[config.mk]
export PLATFORM = sky130hd
export DESIGN_NAME = dmem_arbiter_flat
export DESIGN_NICKNAME = d
export VERILOG_FILES = /design/src/rtl/dmem_arbiter_if.sv /design/src/rtl/dmem_arbiter.sv /design/src/flat_wrapper.sv
export SDC_FILE = /design/constraint.sdc
export NUM_CORES = 1
export LEC_CHECK = 0
export CORE_MARGIN = 10
export CORE_UTILIZATION = 64
export CTS_BUF_LIST = sky130_fd_sc_hd__clkbuf_2 sky130_fd_sc_hd__clkbuf_4 sky130_fd_sc_hd__clkbuf_8
export DETAILED_ROUTE_END_ITERATION = 6
export DONT_BUFFER_PORTS = 1
export PLACE_DENSITY = 0.8
export SLEW_MARGIN = 20
export SYNTH_ARGS = -nofsm -noshare
export SYNTH_HDL_FRONTEND = slang
export SYNTH_SLANG_ARGS = --single-unit
[constraint.sdc]
create_clock -name clk -period 2.8 [get_ports clk]
set_clock_uncertainty 0.2 [all_clocks]
set_input_delay 0.42 -clock clk [delete_from_list [all_inputs] [get_ports clk]]
set_output_delay 0.42 -clock clk [all_outputs]
set_load 0.01 [all_outputs]
[src/rtl/dmem_arbiter_if.sv]
`default_nettype none
// +----------------------------------------------------------------------+
// | Module : dmem_arbiter_if                                             |
// | Brief  : One requester port of the data-memory arbiter: request,     |
// |          one-cycle ack, request fields and one-cycle response.       |
// | Rev    : 1.0  initial release                                        |
// +----------------------------------------------------------------------+
interface dmem_arbiter_if #(
  parameter int AW = 9,
  parameter int DW = 32
);
  logic          req;
  logic          ack;
  logic [AW-1:0] addr;
  logic [DW-1:0] wdata;
  logic [1:0]    size;
  logic          we;
  logic          se;
  logic          rvalid;
  logic [DW-1:0] rdata;
  logic          err;

  // Requester side (CPU MEM stage or loader)
  modport master (
    output req, addr, wdata, size, we, se,
    input  ack, rvalid, rdata, err
  );

  // Arbiter side
  modport slave (
    input  req, addr, wdata, size, we, se,
    output ack, rvalid, rdata, err
  );
endinterface
`default_nettype wire

[src/rtl/dmem_arbiter.sv]
`default_nettype none
// +----------------------------------------------------------------------+
// | Module : dmem_arbiter                                                |
// | Brief  : Two-port arbiter/sequencer in front of the big-endian data  |
// |          RAM. Port 0 = CPU load/store, port 1 = program/debug loader.|
// |          Each access: ack (T), RAM enable (T+1), response (T+2);     |
// |          misaligned/illegal requests answer with err at T+1.         |
// |          Define DMEM_ARB_RR_EN for round-robin arbitration; default  |
// |          build uses fixed priority with port 0 winning.              |
// | Rev    : 1.0  initial release                                        |
// +----------------------------------------------------------------------+
module dmem_arbiter #(
  parameter int AW = 9,
  parameter int DW = 32
) (
  input  wire logic          clk,
  input  wire logic          rst_n,
  dmem_arbiter_if.slave      p0,
  dmem_arbiter_if.slave      p1,
  output logic [AW-1:0]      ram_a,
  output logic [DW-1:0]      ram_di,
  output logic [1:0]         ram_size,
  output logic               ram_rw,
  output logic               ram_e,
  output logic               ram_se,
  input  wire logic [DW-1:0] ram_do,
  output logic               busy
);

  typedef enum logic [1:0] {
    IDLE   = 2'd0,
    ACCESS = 2'd1,
    DONE   = 2'd2
  } state_t;

  state_t        state;
  logic          sel;        // port owning the transaction in flight
  logic          rvalid0;
  logic          rvalid1;
  logic          err_q;
  logic [DW-1:0] rdata_q;

  logic          grant_port;
  logic          accept;
  logic [AW-1:0] g_addr;
  logic [DW-1:0] g_wdata;
  logic [1:0]    g_size;
  logic          g_we;
  logic          g_se;
  logic          illegal;

`ifdef DMEM_ARB_RR_EN
  logic          last_grant;

  // Round-robin pick: on contention the port not granted last wins
  always_comb begin
    grant_port = 1'b0;
    if (p0.req && p1.req) grant_port = ~last_grant;
    else                  grant_port = ~p0.req;
  end
`else
  // Fixed priority pick: port 0 wins any contention
  always_comb begin
    grant_port = ~p0.req;
  end
`endif

  // Grant decode and request-field mux; the ack is held low during reset
  always_comb begin
    accept  = (state == IDLE) && (p0.req || p1.req) && rst_n;
    g_addr  = grant_port ? p1.addr  : p0.addr;
    g_wdata = grant_port ? p1.wdata : p0.wdata;
    g_size  = grant_port ? p1.size  : p0.size;
    g_we    = grant_port ? p1.we    : p0.we;
    g_se    = grant_port ? p1.se    : p0.se;
    illegal = 1'b0;
    case (g_size)
      2'b01:   illegal = g_addr[0];
      2'b10:   illegal = (g_addr[1:0] != 2'b00);
      2'b11:   illegal = 1'b1;
      default: illegal = 1'b0;
    endcase
  end

  assign p0.ack    = accept & ~grant_port;
  assign p1.ack    = accept &  grant_port;
  assign p0.rvalid = rvalid0;
  assign p1.rvalid = rvalid1;
  assign p0.rdata  = rvalid0 ? rdata_q : '0;
  assign p1.rdata  = rvalid1 ? rdata_q : '0;
  assign p0.err    = rvalid0 & err_q;
  assign p1.err    = rvalid1 & err_q;
  assign busy      = (state != IDLE);

  // Sequencer: RAM control and responses are all driven from flops so the
  // level-sensitive RAM write strobe never sees a combinational glitch
  always_ff @(posedge clk or negedge rst_n) begin
    if (!rst_n) begin
      state    <= IDLE;
      sel      <= 1'b0;
      rvalid0  <= 1'b0;
      rvalid1  <= 1'b0;
      err_q    <= 1'b0;
      rdata_q  <= '0;
      ram_a    <= '0;
      ram_di   <= '0;
      ram_size <= 2'b00;
      ram_rw   <= 1'b0;
      ram_e    <= 1'b0;
      ram_se   <= 1'b0;
`ifdef DMEM_ARB_RR_EN
      last_grant <= 1'b1;
`endif
    end else begin
      case (state)
        IDLE: begin
          rvalid0 <= 1'b0;
          rvalid1 <= 1'b0;
          if (accept) begin
            sel <= grant_port;
`ifdef DMEM_ARB_RR_EN
            last_grant <= grant_port;
`endif
            if (illegal) begin
              // Rejected without touching the RAM; RAM outputs keep old values
              err_q   <= 1'b1;
              rdata_q <= '0;
              rvalid0 <= ~grant_port;
              rvalid1 <= grant_port;
              state   <= DONE;
            end else begin
              err_q    <= 1'b0;
              ram_a    <= g_addr;
              ram_di   <= g_wdata;
              ram_size <= g_size;
              ram_se   <= g_se;
              ram_rw   <= g_we;
              ram_e    <= 1'b1;
              state    <= ACCESS;
            end
          end
        end
        ACCESS: begin
          // ram_rw dropped with ram_e so a store can never be reissued
          ram_e   <= 1'b0;
          ram_rw  <= 1'b0;
          rdata_q <= ram_rw ? '0 : ram_do;
          rvalid0 <= ~sel;
          rvalid1 <= sel;
          state   <= DONE;
        end
        DONE: begin
          rvalid0 <= 1'b0;
          rvalid1 <= 1'b0;
          err_q   <= 1'b0;
          rdata_q <= '0;
          state   <= IDLE;
        end
        default: begin
          state <= IDLE;
        end
      endcase
    end
  end

endmodule
`default_nettype wire

[src/flat_wrapper.sv]
// flat-port wrapper written by rule: the top's interface ports become plain ports
module dmem_arbiter_flat 
#(
  parameter int AW = 9,
  parameter int DW = 32
)
  (clk, rst_n, ram_a, ram_di, ram_size, ram_rw, ram_e, ram_se, ram_do, busy, p0_req, p0_addr, p0_wdata, p0_size, p0_we, p0_se, p0_ack, p0_rvalid, p0_rdata, p0_err, p1_req, p1_addr, p1_wdata, p1_size, p1_we, p1_se, p1_ack, p1_rvalid, p1_rdata, p1_err);
  dmem_arbiter_if #(.AW(AW), .DW(DW)) p0_i ();
  dmem_arbiter_if #(.AW(AW), .DW(DW)) p1_i ();
  input  wire logic clk;
  input  wire logic rst_n;
  output logic [AW-1:0] ram_a;
  output logic [DW-1:0] ram_di;
  output logic [1:0] ram_size;
  output logic ram_rw;
  output logic ram_e;
  output logic ram_se;
  input  wire logic [DW-1:0] ram_do;
  output logic busy;
  input wire logic [$bits(p0_i.req)-1:0] p0_req;
  input wire logic [$bits(p0_i.addr)-1:0] p0_addr;
  input wire logic [$bits(p0_i.wdata)-1:0] p0_wdata;
  input wire logic [$bits(p0_i.size)-1:0] p0_size;
  input wire logic [$bits(p0_i.we)-1:0] p0_we;
  input wire logic [$bits(p0_i.se)-1:0] p0_se;
  output wire logic [$bits(p0_i.ack)-1:0] p0_ack;
  output wire logic [$bits(p0_i.rvalid)-1:0] p0_rvalid;
  output wire logic [$bits(p0_i.rdata)-1:0] p0_rdata;
  output wire logic [$bits(p0_i.err)-1:0] p0_err;
  input wire logic [$bits(p1_i.req)-1:0] p1_req;
  input wire logic [$bits(p1_i.addr)-1:0] p1_addr;
  input wire logic [$bits(p1_i.wdata)-1:0] p1_wdata;
  input wire logic [$bits(p1_i.size)-1:0] p1_size;
  input wire logic [$bits(p1_i.we)-1:0] p1_we;
  input wire logic [$bits(p1_i.se)-1:0] p1_se;
  output wire logic [$bits(p1_i.ack)-1:0] p1_ack;
  output wire logic [$bits(p1_i.rvalid)-1:0] p1_rvalid;
  output wire logic [$bits(p1_i.rdata)-1:0] p1_rdata;
  output wire logic [$bits(p1_i.err)-1:0] p1_err;
  assign p0_i.req = p0_req;
  assign p0_i.addr = p0_addr;
  assign p0_i.wdata = p0_wdata;
  assign p0_i.size = p0_size;
  assign p0_i.we = p0_we;
  assign p0_i.se = p0_se;
  assign p0_ack = p0_i.ack;
  assign p0_rvalid = p0_i.rvalid;
  assign p0_rdata = p0_i.rdata;
  assign p0_err = p0_i.err;
  assign p1_i.req = p1_req;
  assign p1_i.addr = p1_addr;
  assign p1_i.wdata = p1_wdata;
  assign p1_i.size = p1_size;
  assign p1_i.we = p1_we;
  assign p1_i.se = p1_se;
  assign p1_ack = p1_i.ack;
  assign p1_rvalid = p1_i.rvalid;
  assign p1_rdata = p1_i.rdata;
  assign p1_err = p1_i.err;
  dmem_arbiter #(.AW(AW), .DW(DW)) u_core (.clk(clk), .rst_n(rst_n), .p0(p0_i), .p1(p1_i), .ram_a(ram_a), .ram_di(ram_di), .ram_size(ram_size), .ram_rw(ram_rw), .ram_e(ram_e), .ram_se(ram_se), .ram_do(ram_do), .busy(busy));
endmodule
; ---- Yosys cells after proc, flatten, opt, wreduce, memory -nomap -nowiden
; Cells that the tools add are included.
[op_classes]
eq_ne = 8
n_mux = 30
n_bitwise = 7
n_reduce_logical = 14
[op_table]
columns = op, n
row1 = $mux W32, 6
row2 = $pmux W32 S3, 1
row3 = $mux W1, 12
row4 = $mux W9, 1
row5 = $pmux W1 S3, 3
row6 = $reduce_and A3 Y1, 3
row7 = $reduce_bool A2 Y1, 4
row8 = $eq A2 B2 Y1 const B, 3
row9 = $mux W2, 3
row10 = $pmux W1 S2, 3
row11 = $and A1 B1 Y1, 4
row12 = $eq A2 B1 Y1 const B, 2
row13 = $ne A2 B1 Y1 const B, 2
row14 = $pmux W2 S2, 1
row15 = $reduce_and A2 Y1, 2
row16 = $not A1 Y1, 3
row17 = $reduce_bool A3 Y1, 1
row18 = $logic_and A1 B1 Y1, 2
row19 = $logic_not A2 Y1, 1
row20 = $ne A2 B2 Y1 const B, 1
row21 = $logic_or A1 B1 Y1, 1
[totals]
register_bits = 84
in_bits = 126
out_inout_bits = 117
word_cells = 71

; ---- Depth between registers and ports, before layout
[depth]
ltp_word = 6
depth_mapped = 9
mapped_depth_nobuf = 6

; ---- Worst setup path before layout
; No wires, ideal clock.
[synth_timing]
kind = flip-flop to flip-flop
start = reg u_core.state[0]
end = reg u_core.ram_a[6]
setup_ns = 0.125
arrival_ns = 1.768
required_ns = 2.475
slack_ns = 0.707
path_stages_with_launch = 10
n_path_buf = 3
period_less_slack_ns = 2.093
path_cell_list = dfrtp_1 inv_1 ha_1 buf_6 and4b_4 o21ai_2 nand2_2 buf_6 buf_6 mux2_4
[synth_via]
elab_chain_cells = 4
[synth_rtl]
columns = element, line_no
row1 = start: declaration, dmem_arbiter.sv:36  ; state_t state;
row2 = start signal: assignment, dmem_arbiter.sv:99  ; state <= IDLE;
row3 = start signal: assignment, dmem_arbiter.sv:130  ; state <= DONE;
row4 = start signal: assignment, dmem_arbiter.sv:139  ; state <= ACCESS;
row5 = $logic_not A2 Y1 *, "dmem_arbiter.sv:70, dmem_arbiter.sv:115"
row6 = $logic_and A1 B1 Y1 (2 in series), dmem_arbiter.sv:70  ; accept = (state == IDLE) && (p0.req || p1.req) && rst_n;
row7 = $reduce_and A3 Y1 (no source line) *, n/a
row8 = end signal: assignment, dmem_arbiter.sv:133  ; ram_a <= g_addr;
row9 = end: declaration, dmem_arbiter.sv:20  ; output logic [AW-1:0] ram_a,
; Every way passes the cells marked *; elsewhere a longest branch is shown, timed or not.
; A chain may end at the register's enable or synchronous reset.

; ---- Final worst setup path
[layout_timing]
start = reg u_core.state[0]
end = reg u_core.ram_di[25]
[layout_via]
elab_chain_cells = 4
[layout_rtl]
columns = element, line_no
row1 = $logic_not A2 Y1 *, "dmem_arbiter.sv:70, dmem_arbiter.sv:115"
row2 = $logic_and A1 B1 Y1 (2 in series), dmem_arbiter.sv:70
row3 = $reduce_and A3 Y1 (no source line) *, n/a
row4 = end signal: assignment, dmem_arbiter.sv:134  ; ram_di <= g_wdata;
row5 = end: declaration, dmem_arbiter.sv:21  ; output logic [DW-1:0] ram_di,
; Marked as above.

==> run summary <==
The flow ran to the end, and the final reports show no timing, DRC or antenna violations. At the worst endpoint, the arrival time is 2.40 ns. The initial standard-cell utilization of the core is 65.31%. The source-to-sink clock delay at the later pin of the worst-skew pair came out at 0.34 ns. For this run, the share of the core covered by cells in the final layout is 70.47%. The sum of overflow across all layers after global routing came out at 0. The CTS H-tree depth came out at 3. The min-delay analysis places its worst path in the category in2reg. The category of the critical setup timing path is reg2reg. The total negative setup slack is 0 ns.

The number of buffers added for setup after CTS is 0. The count of maximum capacitance violations came out at 0. The library cell used most frequently in the layout, excluding fill and tap cells, is sky130_fd_sc_hd__dfrtp_1. The overall routed net length came out at 11070 um. The power density relative to cell area came out at 876.3 mW/mm2. The worst hold path begins at ram_do[12]. Routability-driven placement finished with a final weighted congestion of 0.8570. The number of nets in the synthesized netlist is 470. For hold timing, the worst endpoint is u_core.rdata_q[12]. The final-report hold violation count is 0.

Setup repair after global routing left no endpoint under its margin. For the pin with the worst max-slew slack, the measured transition is 0.8671 ns. In this run the tightest slew margin relative to its limit is 42.19%.

The final setup violation count came out at 0. After synthesis, the netlist uses 34 different library cells. The highest net fanout along the worst path came out at 40.

STA classifies the critical path endpoint as a flip-flop. The post-CTS resize count is 0. The post-synthesis instance total came out at 340. Counting instances, the worst hold path has a depth of 1.

In this run, the number of DRC markers left after iteration 0 of detailed routing was 103. The number of CTS-inserted buffers came out at 9. Measured in cells, the most critical reg-to-reg path has a length of 7. The average cell area after synthesis came out at 12.91 um2. For this run, the register share of the synthesized area comes to 47.90%. The static leakage power is 2.086 nW. The largest net degree at the start of global routing came out at 85. The floorplan core area came out at 0.006719 mm2.

Yosys mapped a number of flops with a built-in enable equal to 0. For this run, the top clock speed supported by timing is 421.8 MHz. The final critical path time including I/O delays and setup is 2.371 ns. The number of input and output port buffers inserted came out at 0. The die span in x is 102.8 um. The cell area after technology mapping is 0.004388 mm2.

The beginning of the worst register-to-register path is u_core.state[0]. The overall via count from detail_route came out at 2683. The fraction of layout cells with a size suffix above 1 came out at 35.34%. The wire length of the first global-routing pass came out at 16330 um. The worst-case vdd ir drop is 536.2 uV. The floorplan step set the die height to 102.8 um. The worst setup slack for register-to-register paths is 0.43 ns. The maximum count of clock buffers along a single path is 2.

The number of pins with negative max-slew slack in the final report is 0. The data required time of the worst path is 2.83 ns. The area of the die came out at 0.01057 mm2. The number of top-level design ports came out at 243. The fraction of registers with async set or reset after synthesis is 100.0%. The post-route antenna net violation count came out at 0. The post-DP HPWL came out at 8437 um. Dividing the detail-routed wire length by the instance count gives 25.86 um. The detailed-route vias per instance came out at 6.269. The number of global-route vias before repair was 2911. The library cells used most frequently in the layout, excluding fill and tap cells, are sky130_fd_sc_hd__dfrtp_1 (84), sky130_fd_sc_hd__mux2_2 (72), sky130_fd_sc_hd__and2_1 (67), sky130_fd_sc_hd__a22o_1 (32), sky130_fd_sc_hd__mux2_4 (16). TritonCTS built the clock tree. The DRC violation count after routing is 0. Buffers inserted to repair hold after CTS numbered 12.

The startpoint kind of the worst setup timing path is a flip-flop. Row generation in the floorplan step produced 30 rows. The clock transition at the registers of the reported paths came out at 0.08 ns. The iteration count of the initial detailed-routing pass is 4.

The total global routing track utilization came out at 19.92%. The flip-flop and latch count after synthesis came out at 84. The number of antenna diodes in the final layout is 0. The endpoint identified for the worst register-to-register timing path is u_core.ram_di[25]. The final critical path takes up 84.68% of the cycle. For this run, the leading register cell type out of synthesis is sky130_fd_sc_hd__dfrtp_1. Clock tree synthesis selected as its root buffer the cell sky130_fd_sc_hd__clkbuf_8. The initial antenna violation count was 0. The number of synthesis warnings came out at 0. Counting every sink on the clock net gives 84. The layout net count came out at 473.

From synthesis to final layout, the design area changed by 7.898%.
## final cells by class
class,instances,area [um2]
Inverter,7,26.28
Fill cell,479,1984
Sequential cell,84,2102
Multi-Input combinational cell,226,2108
Clock inverter,4,72.57
Clock buffer,12,152.6
Tap cell,80,100.1
Timing Repair Buffer,15,172.7
## metal layers
layer  wire [um]  vias up  global-route usage, %
met5           0        -                      0
met4         138        0                  6.738
met3        1542       13                  9.987
met2        5513      156                  33.66
met1        3875     1304                  21.21
li1            -     1210                      -
## through the flow
step | instance area (um2) | setup slack (ns) | instances | hold WS (ns) | power (mW)
3_5_place_dp | 4372 | 0.4363 | 400 | -0.07261 | 3.196
6_report | 4735 | 0.4290 | 428 | 0.01251 | 4.149
5_1_grt | 4735 | 0.3300 | 428 | 0.001149 | 4.392
3_3_place_gp | 4372 | 0.5498 | 400 | -0.07187 | 3.148
2_1_floorplan | 4388 | 0.7069 | 340 | -0.07559 | 2.950
4_1_cts | 4735 | 0.4273 | 428 | 0.004315 | 4.203
## critical path, stage by stage (launching register included)
cell and delay, ns:
sky130_fd_sc_hd__dfrtp_1 0.43, sky130_fd_sc_hd__inv_1 0.11, sky130_fd_sc_hd__ha_1 0.36, sky130_fd_sc_hd__and4b_4 0.34, sky130_fd_sc_hd__o21ai_2 0.09, sky130_fd_sc_hd__nand2_2 0.11, sky130_fd_sc_hd__buf_12 0.24, sky130_fd_sc_hd__mux2_2 0.37
## cell families after synthesis
kind of cell | Yosys count | synth area share (%)
adders and majority gates | 4 | 1.141
buffers and inverters | 30 | 4.049
and+or+nand+nor | 81 | 12.32
DFF | 84 | 47.90
AOI/OAI and AO/OA | 52 | 10.41
muxes | 89 | 24.18
## sequential cells by signal, indices dropped and copies added (netlist names)
| register | count |
|---|---|
| u_core.state | 2 |
| u_core.err_q | 1 |
| u_core.rdata_q | 32 |
| u_core.p1.rvalid | 1 |
| u_core.ram_size | 2 |
| u_core.ram_rw | 1 |
| u_core.ram_e | 1 |
| u_core.ram_se | 1 |
| u_core.ram_a | 9 |
| u_core.p0.rvalid | 1 |
| u_core.sel | 1 |
| u_core.ram_di | 32 |
## worst max path at each step
stage | cells after the start | to | startpoint | slack, ns
finish | 7 | u_core.ram_di[25] | u_core.state[0] | 0.43
global placement | 7 | u_core.ram_di[25] | u_core.state[0] | 0.55
detailed placement | 7 | u_core.ram_di[25] | u_core.state[0] | 0.44
global route | 7 | u_core.ram_di[29] | u_core.state[0] | 0.33
floorplan | 9 | u_core.ram_a[6] | u_core.state[0] | 0.71
CTS | 7 | u_core.ram_di[25] | u_core.state[0] | 0.43
## synthesized netlist by cell type (4+ instances only)
| library cell | n | area share (%) |
|---|---|---|
| sky130_fd_sc_hd__mux2_2 | 72 | 18 |
| sky130_fd_sc_hd__ha_1 | 4 | 1.1 |
| sky130_fd_sc_hd__a21oi_1 | 5 | 0.57 |
| sky130_fd_sc_hd__dfrtp_1 | 84 | 48 |
| sky130_fd_sc_hd__and2_1 | 67 | 9.6 |
| sky130_fd_sc_hd__a22o_1 | 32 | 6.4 |
| sky130_fd_sc_hd__buf_6 | 7 | 1.8 |
| sky130_fd_sc_hd__inv_1 | 7 | 0.60 |
| sky130_fd_sc_hd__mux2_4 | 16 | 5.5 |
| sky130_fd_sc_hd__buf_2 | 10 | 1.1 |
| sky130_fd_sc_hd__clkbuf_1 | 6 | 0.51 |
## where the power goes
group | total, mW | internal [mW] | leakage (nW) | switching (mW)
Combinational | 0.973 | 0.560 | 0.905 | 0.413
Sequential | 2.22 | 1.64 | 1.07 | 0.585
Clock | 0.952 | 0.546 | 0.113 | 0.407
Power figures use the tool's default switching activity.
